## config.mk

```make
export PLATFORM = sky130hd
export DESIGN_NAME = fetch_queue
export DESIGN_NICKNAME = d
export VERILOG_FILES = /design/src/rtl/mips_pkg.sv /design/src/rtl/fetch_fifo.sv /design/src/rtl/fetch_queue.sv
export SDC_FILE = /design/constraint.sdc
export NUM_CORES = 1
export LEC_CHECK = 0
export BUFFER_PORTS_ARGS = -buffer_cell sky130_fd_sc_hd__buf_2
export CORE_UTILIZATION = 63
export CTS_CLUSTER_DIAMETER = 120
export DETAILED_ROUTE_END_ITERATION = 12
export GPL_ROUTABILITY_DRIVEN = 0
export PLACE_DENSITY_LB_ADDON = 0.08
export SLEW_MARGIN = 25
export SYNTH_ARGS = -nofsm -noshare
export SYNTH_HDL_FRONTEND = slang
export SYNTH_SLANG_ARGS = --single-unit
```

## constraint.sdc

```tcl
create_clock -name clk -period 4.6 [get_ports clk]
set_input_delay 0 -clock clk [delete_from_list [all_inputs] [get_ports clk]]
set_output_delay 0 -clock clk [all_outputs]
set_load 0.005 [all_outputs]
```

## src/rtl/mips_pkg.sv

```systemverilog
// Shared definitions for the MIPS front end.
//   OP_J / OP_JAL : primary opcodes of the direct jumps (instr[31:26])
//   PC_STEP       : sequential fetch increment
//   fetch_entry_t : one fetch-queue slot {instr, pc, pred}
package mips_pkg;

  localparam logic [5:0]  OP_J    = 6'h02;
  localparam logic [5:0]  OP_JAL  = 6'h03;
  localparam logic [31:0] PC_STEP = 32'd4;

  typedef struct packed {
    logic [31:0] instr;
    logic [31:0] pc;
    logic        pred;
  } fetch_entry_t;

endpackage

```

## src/rtl/fetch_fifo.sv

```systemverilog
// DEPTH-entry synchronous FIFO holding fetched instructions for decode.
//   clk, rst_n : clock, asynchronous active-low reset (clears storage too)
//   push_i     : write entry_i at the tail (ignored when full)
//   entry_i    : entry to write
//   pop_i      : drop the head entry (ignored when empty)
//   flush_i    : empty the FIFO; overrides push and pop
//   head_o     : head entry (all-zero after reset)
//   count_o    : number of valid entries, 0..DEPTH
module fetch_fifo
  import mips_pkg::*;
#(
  parameter int unsigned DEPTH = 4,
  localparam int unsigned PtrW = $clog2(DEPTH),
  localparam int unsigned CntW = PtrW + 1
) (
  input  logic            clk,
  input  logic            rst_n,
  input  logic            push_i,
  input  fetch_entry_t    entry_i,
  input  logic            pop_i,
  input  logic            flush_i,
  output fetch_entry_t    head_o,
  output logic [CntW-1:0] count_o
);

  localparam logic [CntW-1:0] FullCnt = CntW'(DEPTH);

  fetch_entry_t    mem_q [DEPTH];
  logic [PtrW-1:0] wr_ptr_q, wr_ptr_d;
  logic [PtrW-1:0] rd_ptr_q, rd_ptr_d;
  logic [CntW-1:0] count_q, count_d;
  logic            push_ok, pop_ok;

  assign push_ok = push_i && (count_q != FullCnt);
  assign pop_ok  = pop_i && (count_q != '0);

  always_comb begin
    wr_ptr_d = wr_ptr_q;
    rd_ptr_d = rd_ptr_q;
    count_d  = count_q;
    if (flush_i) begin
      wr_ptr_d = '0;
      rd_ptr_d = '0;
      count_d  = '0;
    end else begin
      // Pointers wrap naturally because DEPTH is a power of two.
      if (push_ok) wr_ptr_d = wr_ptr_q + PtrW'(1);
      if (pop_ok)  rd_ptr_d = rd_ptr_q + PtrW'(1);
      unique case ({push_ok, pop_ok})
        2'b10:   count_d = count_q + CntW'(1);
        2'b01:   count_d = count_q - CntW'(1);
        default: count_d = count_q;
      endcase
    end
  end

  always_ff @(posedge clk or negedge rst_n) begin
    if (!rst_n) begin
      wr_ptr_q <= '0;
      rd_ptr_q <= '0;
      count_q  <= '0;
      for (int i = 0; i < int'(DEPTH); i++) mem_q[i] <= '0;
    end else begin
      wr_ptr_q <= wr_ptr_d;
      rd_ptr_q <= rd_ptr_d;
      count_q  <= count_d;
      if (push_ok && !flush_i) mem_q[wr_ptr_q] <= entry_i;
    end
  end

  assign head_o  = mem_q[rd_ptr_q];
  assign count_o = count_q;

endmodule

```

## src/rtl/fetch_queue.sv

```systemverilog
// Decoupled instruction fetch stage: owns the PC, issues one word fetch at a time over a
// req/gnt/rvalid handshake and buffers responses with their PCs for decode.
// Optional feature macro: FETCH_JUMP_PREDECODE_EN (redirect fetch locally on J/JAL).
//   clk, rst_n        : clock, asynchronous active-low reset
//   imem_req/addr     : fetch request and word address
//   imem_gnt          : memory accepts the request this cycle
//   imem_rvalid/rdata : fetch response
//   redirect_valid/pc : downstream redirect; flushes queue and in-flight fetch
//   out_valid/ready   : head handshake towards decode
//   out_instr/pc/pred : head instruction, its PC and predecoded-jump flag
module fetch_queue
  import mips_pkg::*;
#(
  parameter int unsigned DEPTH    = 4,
  parameter logic [31:0] RESET_PC = 32'h0000_0000
) (
  input  logic        clk,
  input  logic        rst_n,
  output logic        imem_req,
  output logic [31:0] imem_addr,
  input  logic        imem_gnt,
  input  logic        imem_rvalid,
  input  logic [31:0] imem_rdata,
  input  logic        redirect_valid,
  input  logic [31:0] redirect_pc,
  output logic        out_valid,
  input  logic        out_ready,
  output logic [31:0] out_instr,
  output logic [31:0] out_pc,
  output logic        out_pred
);

  localparam int unsigned    CntW    = $clog2(DEPTH) + 1;
  localparam logic [CntW-1:0] FullCnt = CntW'(DEPTH);

  logic [31:0]     fetch_pc_q, fetch_pc_d;
  logic [31:0]     req_pc_q, req_pc_d;
  logic            outstanding_q, outstanding_d;
  logic            drop_q, drop_d;

  logic [CntW-1:0] fifo_count;
  fetch_entry_t    head, enq_entry;
  logic            req_fire, rsp, enq, pop, enq_pred;
  logic            unused_redirect_lsbs;

  assign unused_redirect_lsbs = ^redirect_pc[1:0];

  // Only one fetch in flight and it holds a reserved slot, so a granted response always fits.
  assign imem_req  = rst_n && !outstanding_q && (fifo_count < FullCnt) && !redirect_valid;
  assign imem_addr = fetch_pc_q;
  assign req_fire  = imem_req && imem_gnt;
  assign rsp       = imem_rvalid && outstanding_q;
  assign enq       = rsp && !drop_q && !redirect_valid;
  assign pop       = out_valid && out_ready && !redirect_valid;

`ifdef FETCH_JUMP_PREDECODE_EN
  logic [5:0]  rsp_op;
  logic [31:0] req_pc_plus4, jump_target;

  assign rsp_op       = imem_rdata[31:26];
  assign enq_pred     = (rsp_op == OP_J) || (rsp_op == OP_JAL);
  assign req_pc_plus4 = req_pc_q + PC_STEP;
  assign jump_target  = {req_pc_plus4[31:28], imem_rdata[25:0], 2'b00};
`else
  assign enq_pred = 1'b0;
`endif

  always_comb begin
    fetch_pc_d    = fetch_pc_q;
    req_pc_d      = req_pc_q;
    outstanding_d = outstanding_q;
    drop_d        = drop_q;

    if (req_fire) begin
      outstanding_d = 1'b1;
      req_pc_d      = fetch_pc_q;
      fetch_pc_d    = fetch_pc_q + PC_STEP;
    end

    if (rsp) begin
      outstanding_d = 1'b0;
      drop_d        = 1'b0;
    end

`ifdef FETCH_JUMP_PREDECODE_EN
    // No fetch can fire while a response is pending, so this only replaces the earlier +4.
    if (enq && enq_pred) fetch_pc_d = jump_target;
`endif

    if (redirect_valid) begin
      fetch_pc_d = {redirect_pc[31:2], 2'b00};
      // A response still in flight belongs to the old path; swallow it when it arrives.
      if (outstanding_q && !imem_rvalid) drop_d = 1'b1;
    end
  end

  always_ff @(posedge clk or negedge rst_n) begin
    if (!rst_n) begin
      fetch_pc_q    <= RESET_PC;
      req_pc_q      <= '0;
      outstanding_q <= 1'b0;
      drop_q        <= 1'b0;
    end else begin
      fetch_pc_q    <= fetch_pc_d;
      req_pc_q      <= req_pc_d;
      outstanding_q <= outstanding_d;
      drop_q        <= drop_d;
    end
  end

  always_comb begin
    enq_entry       = '0;
    enq_entry.instr = imem_rdata;
    enq_entry.pc    = req_pc_q;
    enq_entry.pred  = enq_pred;
  end

  fetch_fifo #(
    .DEPTH(DEPTH)
  ) u_fifo (
    .clk    (clk),
    .rst_n  (rst_n),
    .push_i (enq),
    .entry_i(enq_entry),
    .pop_i  (pop),
    .flush_i(redirect_valid),
    .head_o (head),
    .count_o(fifo_count)
  );

  assign out_valid = (fifo_count != '0);
  assign out_instr = head.instr;
  assign out_pc    = head.pc;
  assign out_pred  = head.pred;

endmodule

```

== Word-level counts from Yosys, hierarchy flattened ==
Cells that the tools add are included.

* Input port bits: 70
* Register bits after elaboration: 333
* Logic and storage cells: 76
* Output and inout port bits: 99

* Add/subtract/negate cells: 5
* Bitwise gates (word level): 2
* Muxes and demuxes: 19
* Magnitude comparators: 4
* Eq/ne operators: 3
* Reductions and logical operators: 24

{| class="wikitable"
|+ Operator list
! kind !! count
|-
| 260-bit bitwise mux || 1
|-
| 65-bit two-way mux || 3
|-
| 65-bit binary-select mux with 2-bit select || 1
|-
| 65-bit demux with 2-bit select || 1
|-
| 32-bit two-way mux || 2
|-
| 32-bit by 3-bit adder with 32-bit output, second input constant || 1
|-
| 1-bit logical AND || 14
|-
| 2-bit two-way mux || 4
|-
| 2-bit nonzero test || 4
|-
| 3-bit >= comparator, second input constant || 2
|-
| 2-bit inverter with 3-bit output || 2
|-
| 3-bit one-hot mux with 2 select lines || 1
|-
| 3-bit nonzero test || 2
|-
| 1-bit two-way mux || 5
|-
| 2-bit by 1-bit adder with 2-bit output, second input constant || 2
|-
| 1-bit logical NOT || 4
|-
| 3-bit by 1-bit adder with 3-bit output, second input constant || 1
|-
| 3-bit by 1-bit less-than comparator with 1-bit output, second input constant || 1
|-
| 3-bit less-than comparator, second input constant || 1
|-
| 3-bit two-way mux || 1
|-
| 3-bit != test, second input constant || 1
|-
| 3-bit by 1-bit subtractor with 3-bit output, second input constant || 1
|-
| 2-bit by 1-bit equality test with 1-bit output, second input constant || 1
|-
| 2-bit equality test, second input constant || 1
|}

== Logic depth before layout (Yosys ltp) ==
* Depth after elaboration: 7
* Depth in mapped cells: 8
* Gate-level depth less buffers: 7

== By module ==
A second synthesis with hierarchy kept.

* Cell total of the unflattened synthesis: 1050
* Area total of the unflattened synthesis: 14988.1 µm²

{| class="wikitable"
|+ Modules (own cells, without submodules)
! module !! cells an instance !! instances !! seq. area each (µm²) !! area an instance (µm²)
|-
| fetch_fifo || 693 || 1 || 6681.4 || 11941.5
|-
| fetch_queue || 357 || 1 || 1551.5 || 3046.7
|}

== Worst setup path before layout ==
Ideal clock, no wire load.

* Path kind: flip-flop to flip-flop
* Start point: reg outstanding_q
* End point: reg u_fifo.count_q[2] (netlist: u_fifo.count_o[2])
* Required time: 4475 ps
* Clock period less this slack: 2092 ps
* Setup time: 125 ps
* Stages on the path, launching flop included: 8
* Path buffers: 0
* Arrival: 1967 ps
* Path slack: 2508 ps
* Cells stage by stage: dfrtp_1 nand4bb_1 nor2_4 nor2_1 and2_1 fa_1 mux2i_1 mux2_2

* Word-level cells in the longest chain between the ends: 7
* Elaborated cells on any way between the ends: 9
* Classes of those cells: eq/ne: 2; mux: 2; reduce/logical: 5

{| class="wikitable"
|+ RTL lines
! what !! line !! source
|-
| start, declared || fetch_queue.sv:38 || <nowiki>logic outstanding_q, outstanding_d;</nowiki>
|-
| start signal, assigned || fetch_queue.sv:106 || <nowiki>outstanding_q <= outstanding_d;</nowiki>
|-
| 1-bit logical AND (*) || fetch_queue.sv:52 || <nowiki>assign rsp = imem_rvalid && outstanding_q;</nowiki>
|-
| 1-bit logical AND (*) (2 in series) || fetch_queue.sv:53 || <nowiki>assign enq = rsp && !drop_q && !redirect_valid;</nowiki>
|-
| 1-bit logical AND (*) || fetch_fifo.sv:34 || <nowiki>assign push_ok = push_i && (count_q != FullCnt);</nowiki>
|-
| 2-bit by 1-bit equality test with 1-bit output / 2-bit equality test (equally long branches) || fetch_fifo.sv:49 || <nowiki>unique case ({push_ok, pop_ok})</nowiki>
|-
| 3-bit one-hot mux with 2 select lines || fetch_fifo.sv:49 ||
|-
| 3-bit two-way mux || fetch_fifo.sv:41 || <nowiki>if (flush_i) begin</nowiki>
|-
| end signal, assigned || fetch_fifo.sv:66 || <nowiki>count_q <= count_d;</nowiki>
|-
| end, declared || fetch_fifo.sv:31 || <nowiki>logic [CntW-1:0] count_q, count_d;</nowiki>
|}

Mark *: on every way between the ends. The rest lies on a longest branch, timed or not.
A chain may end at the register's enable or synchronous reset.

== Worst setup path after layout ==
* Start point: in rst_n
* End point: reg fetch_pc_q[29] (netlist: imem_addr[29])

* Word-level cells in the longest chain between the ends: 5

{| class="wikitable"
|+ RTL lines
! what !! line !! source
|-
| start, declared || fetch_queue.sv:18 || <nowiki>input logic rst_n,</nowiki>
|-
| 1-bit logical AND (3 in series) || fetch_queue.sv:49 || <nowiki>assign imem_req = rst_n && !outstanding_q && (fifo_count < FullCnt) && !redirect_valid;</nowiki>
|-
| 1-bit logical AND || fetch_queue.sv:51 || <nowiki>assign req_fire = imem_req && imem_gnt;</nowiki>
|-
| 2-bit nonzero test (no source line) || -- ||
|-
| end signal, assigned || fetch_queue.sv:104 || <nowiki>fetch_pc_q <= fetch_pc_d;</nowiki>
|-
| end, declared || fetch_queue.sv:36 || <nowiki>logic [31:0] fetch_pc_q, fetch_pc_d;</nowiki>
|}

Every way passes these cells.

==> run summary <==
worst hold path type - input pin to register
Worst path slowest cell - or4_1
Fin. Hold Viols - 0
Hold Path Depth - 3
Worst Skew - 10.0 ps
CP Class - input pin to register
GRT overflow - 0
Remaining DRCs - 0
final core occ - 0.772
initial antenna violation count - 0
final antenna-violating net count - 0
Worst-path clk slew - 60 ps
MaxCap Viol Count - 0
hpwl dp - 17200 um
Reg area - 7940 um2
Min Clock Period, post-route - 2790 ps
post-route insts no fill - 1447
Setup Buffers After CTS - 0
Final Power - 0.00834 W
CP max FO - 90
n_diodes - 0
P_int - 0.00614 W
GRT Total Usage - 0.271
setup violators final - 0
CTS Buf Count - 34
layout cells sized above 1 - 0.474
clk_lat worst skew - 500 ps
Pleak - 8.14 nW
Total Die Area - 23000 um2
vias - 8798
startpoint types - input pin
Root Buffer - clkbuf_16
Die W - 152 um
final wirelength - 30000 um
Peak VDD IR - 0.355 mV
crit path capture type - register
Final WS setup - 1810 ps
Max Slew Vio Count - 0
synthesized area - 14100 um2
initial drt markers - 374
Core Region - 21900 um2
1st-pass router iterations - 4
Post-CTS Hold Buffers - 65
total number of yosys warnings - 0
WP data arrival - 3200 ps
CTS resizes - 0
largest net degree at the start of global routing - 159
Final Cycle Share - 0.606
number of global-route vias before repair - 9141
Net Sw Frac - 0.264
Sinks on Clock Net - 317
multi-input logic area - 5910 um2
H-tree depth - 2
CTS tree - built
routed len/inst - 20.7 um
FF-to-FF path depth - 4
fill count - 1338
sequential power share - 0.445
Distinct cells, synth - 52
Pwr Density - 493 nW/um2
Gate Count Post-Synth - 934
Layout area overhead - 19.7%
measured slew at the worst slew-check pin - 1050 ps
register area share after synthesis - 0.562
Worst Path Required - 5010 ps
DP Worst Slack - 1920 ps
Max Root-Sink Buffers - 3
DR vias/cell - 6.08
Die H - 152 um
number of synthesized register bits - 317
Max Clk Rate - 0.359 GHz
Top Ports - 169
CP max stage delay - 690 ps
Comb pwr share - 0.223
CP cell instances - dlygate4sd3_1 > buf_8 > and4bb_2 > nand3_1 > or4_1 > a31oi_1
Starting Density - 0.645
Clk pwr share - 0.332
DP Cell Count - 1324
Sw Pwr - 0.00220 W
unrepaired setup endpoints after global routing - false
num rows - 54
status - completed
global-route wire length before repair - 47900 um
mean post-synth cell area - 15.1 um2
setup TNS - 0 ps
relative slew slack - 0.299
Post-layout nets - 1221
Port Buffers - 161
[area by class of cell]
type / count / share of cell area
tap: 280 / 0.0207
multi-input combinational: 552 / 0.349
clock inverter: 3 / 0.00385
timing repair buffer: 233 / 0.0906
clock buffer: 55 / 0.0641
inverter: 7 / 0.00155
sequential: 317 / 0.470
[per-layer routing]
layer	global-route usage	up-vias	wire [um]
li1	-	3914	-
met1	0.363	4604	12800
met2	0.453	238	15000
met3	0.0542	42	1680
met4	0.0708	0	492
met5	0	-	0
[power by group through the flow]
| stage | registers, W | logic (W) | clock network [W] |
|---|---|---|---|
| 6_report | 0.00371 | 0.00186 | 0.00277 |
| 5_1_grt | 0.00380 | 0.00205 | 0.00292 |
| 4_1_cts | 0.00371 | 0.00188 | 0.00282 |
| 3_5_place_dp | 0.00375 | 0.00183 | 0 |
| 3_3_place_gp | 0.00372 | 0.00179 | 0 |
| 2_1_floorplan | 0.00355 | 0.00127 | 0 |
[cell families (layout without fill, tap and decap cells)]
group	Yosys count	in the layout	synth area share
AO/OA/AOI/OAI	59	59	0.0277
XOR/XNOR	9	9	0.00558
adder cells (fa/ha/maj)	6	6	0.00585
buffers and inverters	69	298	0.0233
flip-flops	317	317	0.562
multiplexers	344	344	0.323
other	1	5	0.000266
AND/OR/NAND/NOR	129	129	0.0523
[path summary, 6_finish.rpt]
path | from | endpoint | slack (ps)
min in group asynchronous | rst_n | u_fifo.mem_q[123]$_DFFE_PN0P_ | 110
setup reg to reg | u_fifo.count_o[2]$_DFFE_PN0P_ | imem_addr[29]$_DFFE_PN0N_ | 1980
max in group asynchronous | rst_n | req_pc_q[26]$_DFFE_PN0P_ | 3090
hold / removal | imem_gnt | outstanding_q$_DFFE_PN0P_ | 60
setup / recovery | rst_n | imem_addr[29]$_DFFE_PN0N_ | 1810
hold reg to reg | u_fifo.mem_q[32]$_DFFE_PN0P_ | u_fifo.mem_q[32]$_DFFE_PN0P_ | 490
[metrics by stage]
| stage | area, um2 | hold slack [ps] |
|---|---|---|
| global placement | 15100 | 64.3 |
| detailed placement | 15100 | 64.9 |
| CTS | 16900 | 43.2 |
| global route | 16900 | 96.8 |
| floorplan | 14100 | -296 |
| finish | 16900 | 55.9 |
[critical path, delay by kind of cell]
family	cells	cell delay, ps
simple gates	3	1850
buf+inv	2	1110
compound gates	1	190
[layout by cell type, fill, tap and decap left out, types with 3 or more instances in the layout]
cell,n
dlygate4sd3_1,65
buf_2,160
or3_1,5
dfrtp_1,315
and2_1,4
and3_1,9
mux2i_1,4
o31ai_1,7
o311ai_0,11
nor3_1,3
and4_1,3
nand3_1,13
mux4_2,62
conb_1,5
o21ai_0,20
mux2_2,259
o31a_1,3
a31oi_1,10
xor2_1,7
ha_1,5
nand4_1,10
nand2_1,36
or2_2,3
nor2_1,15
clkbuf_16,37
clkbuf_1,9
nand2_4,3
inv_1,7
mux2_1,19
clkbuf_8,9
buf_4,6
a21oi_1,3
or4_1,9
[state kept, by name (all words and copies together) (netlist names)]
name / cells
u_fifo.mem_q: 248
imem_addr: 30
req_pc_q: 30
u_fifo.count_o: 3
u_fifo.rd_ptr_q: 2
u_fifo.wr_ptr_q: 2
drop_q: 1
outstanding_q: 1
[Yosys cell counts, drive strengths merged]
master,count,share of area
a21boi,1,0.00053
a21oi,3,0.0011
a221oi,1,0.00062
a31oi,10,0.0044
and2,4,0.0018
and3,9,0.0040
and4,3,0.0019
and4bb,1,0.00089
buf,43,0.016
clkbuf,19,0.0051
conb,1,0.00027
dfrtp,317,0.56
fa,1,0.0014
ha,5,0.0044
inv,7,0.0019
mux2,278,0.22
mux2i,4,0.0028
mux4,62,0.099
nand2,40,0.011
nand2b,1,0.00044
nand3,13,0.0046
nand4,11,0.0053
nand4bb,1,0.00080
nor2,16,0.0048
nor2b,2,0.00089
nor3,3,0.0011
nor3b,2,0.0014
nor4,3,0.0018
nor4b,1,0.0017
o211ai,2,0.0011
o21a,1,0.00053
o21ai,20,0.0071
o311ai,11,0.0068
o31a,3,0.0019
o31ai,7,0.0037
or2,3,0.0013
or3,5,0.0022
or3b,1,0.00062
or4,9,0.0048
or4b,1,0.00071
xnor2,2,0.0012
xor2,7,0.0043
No activity file was read; power rests on OpenSTA's default activity.
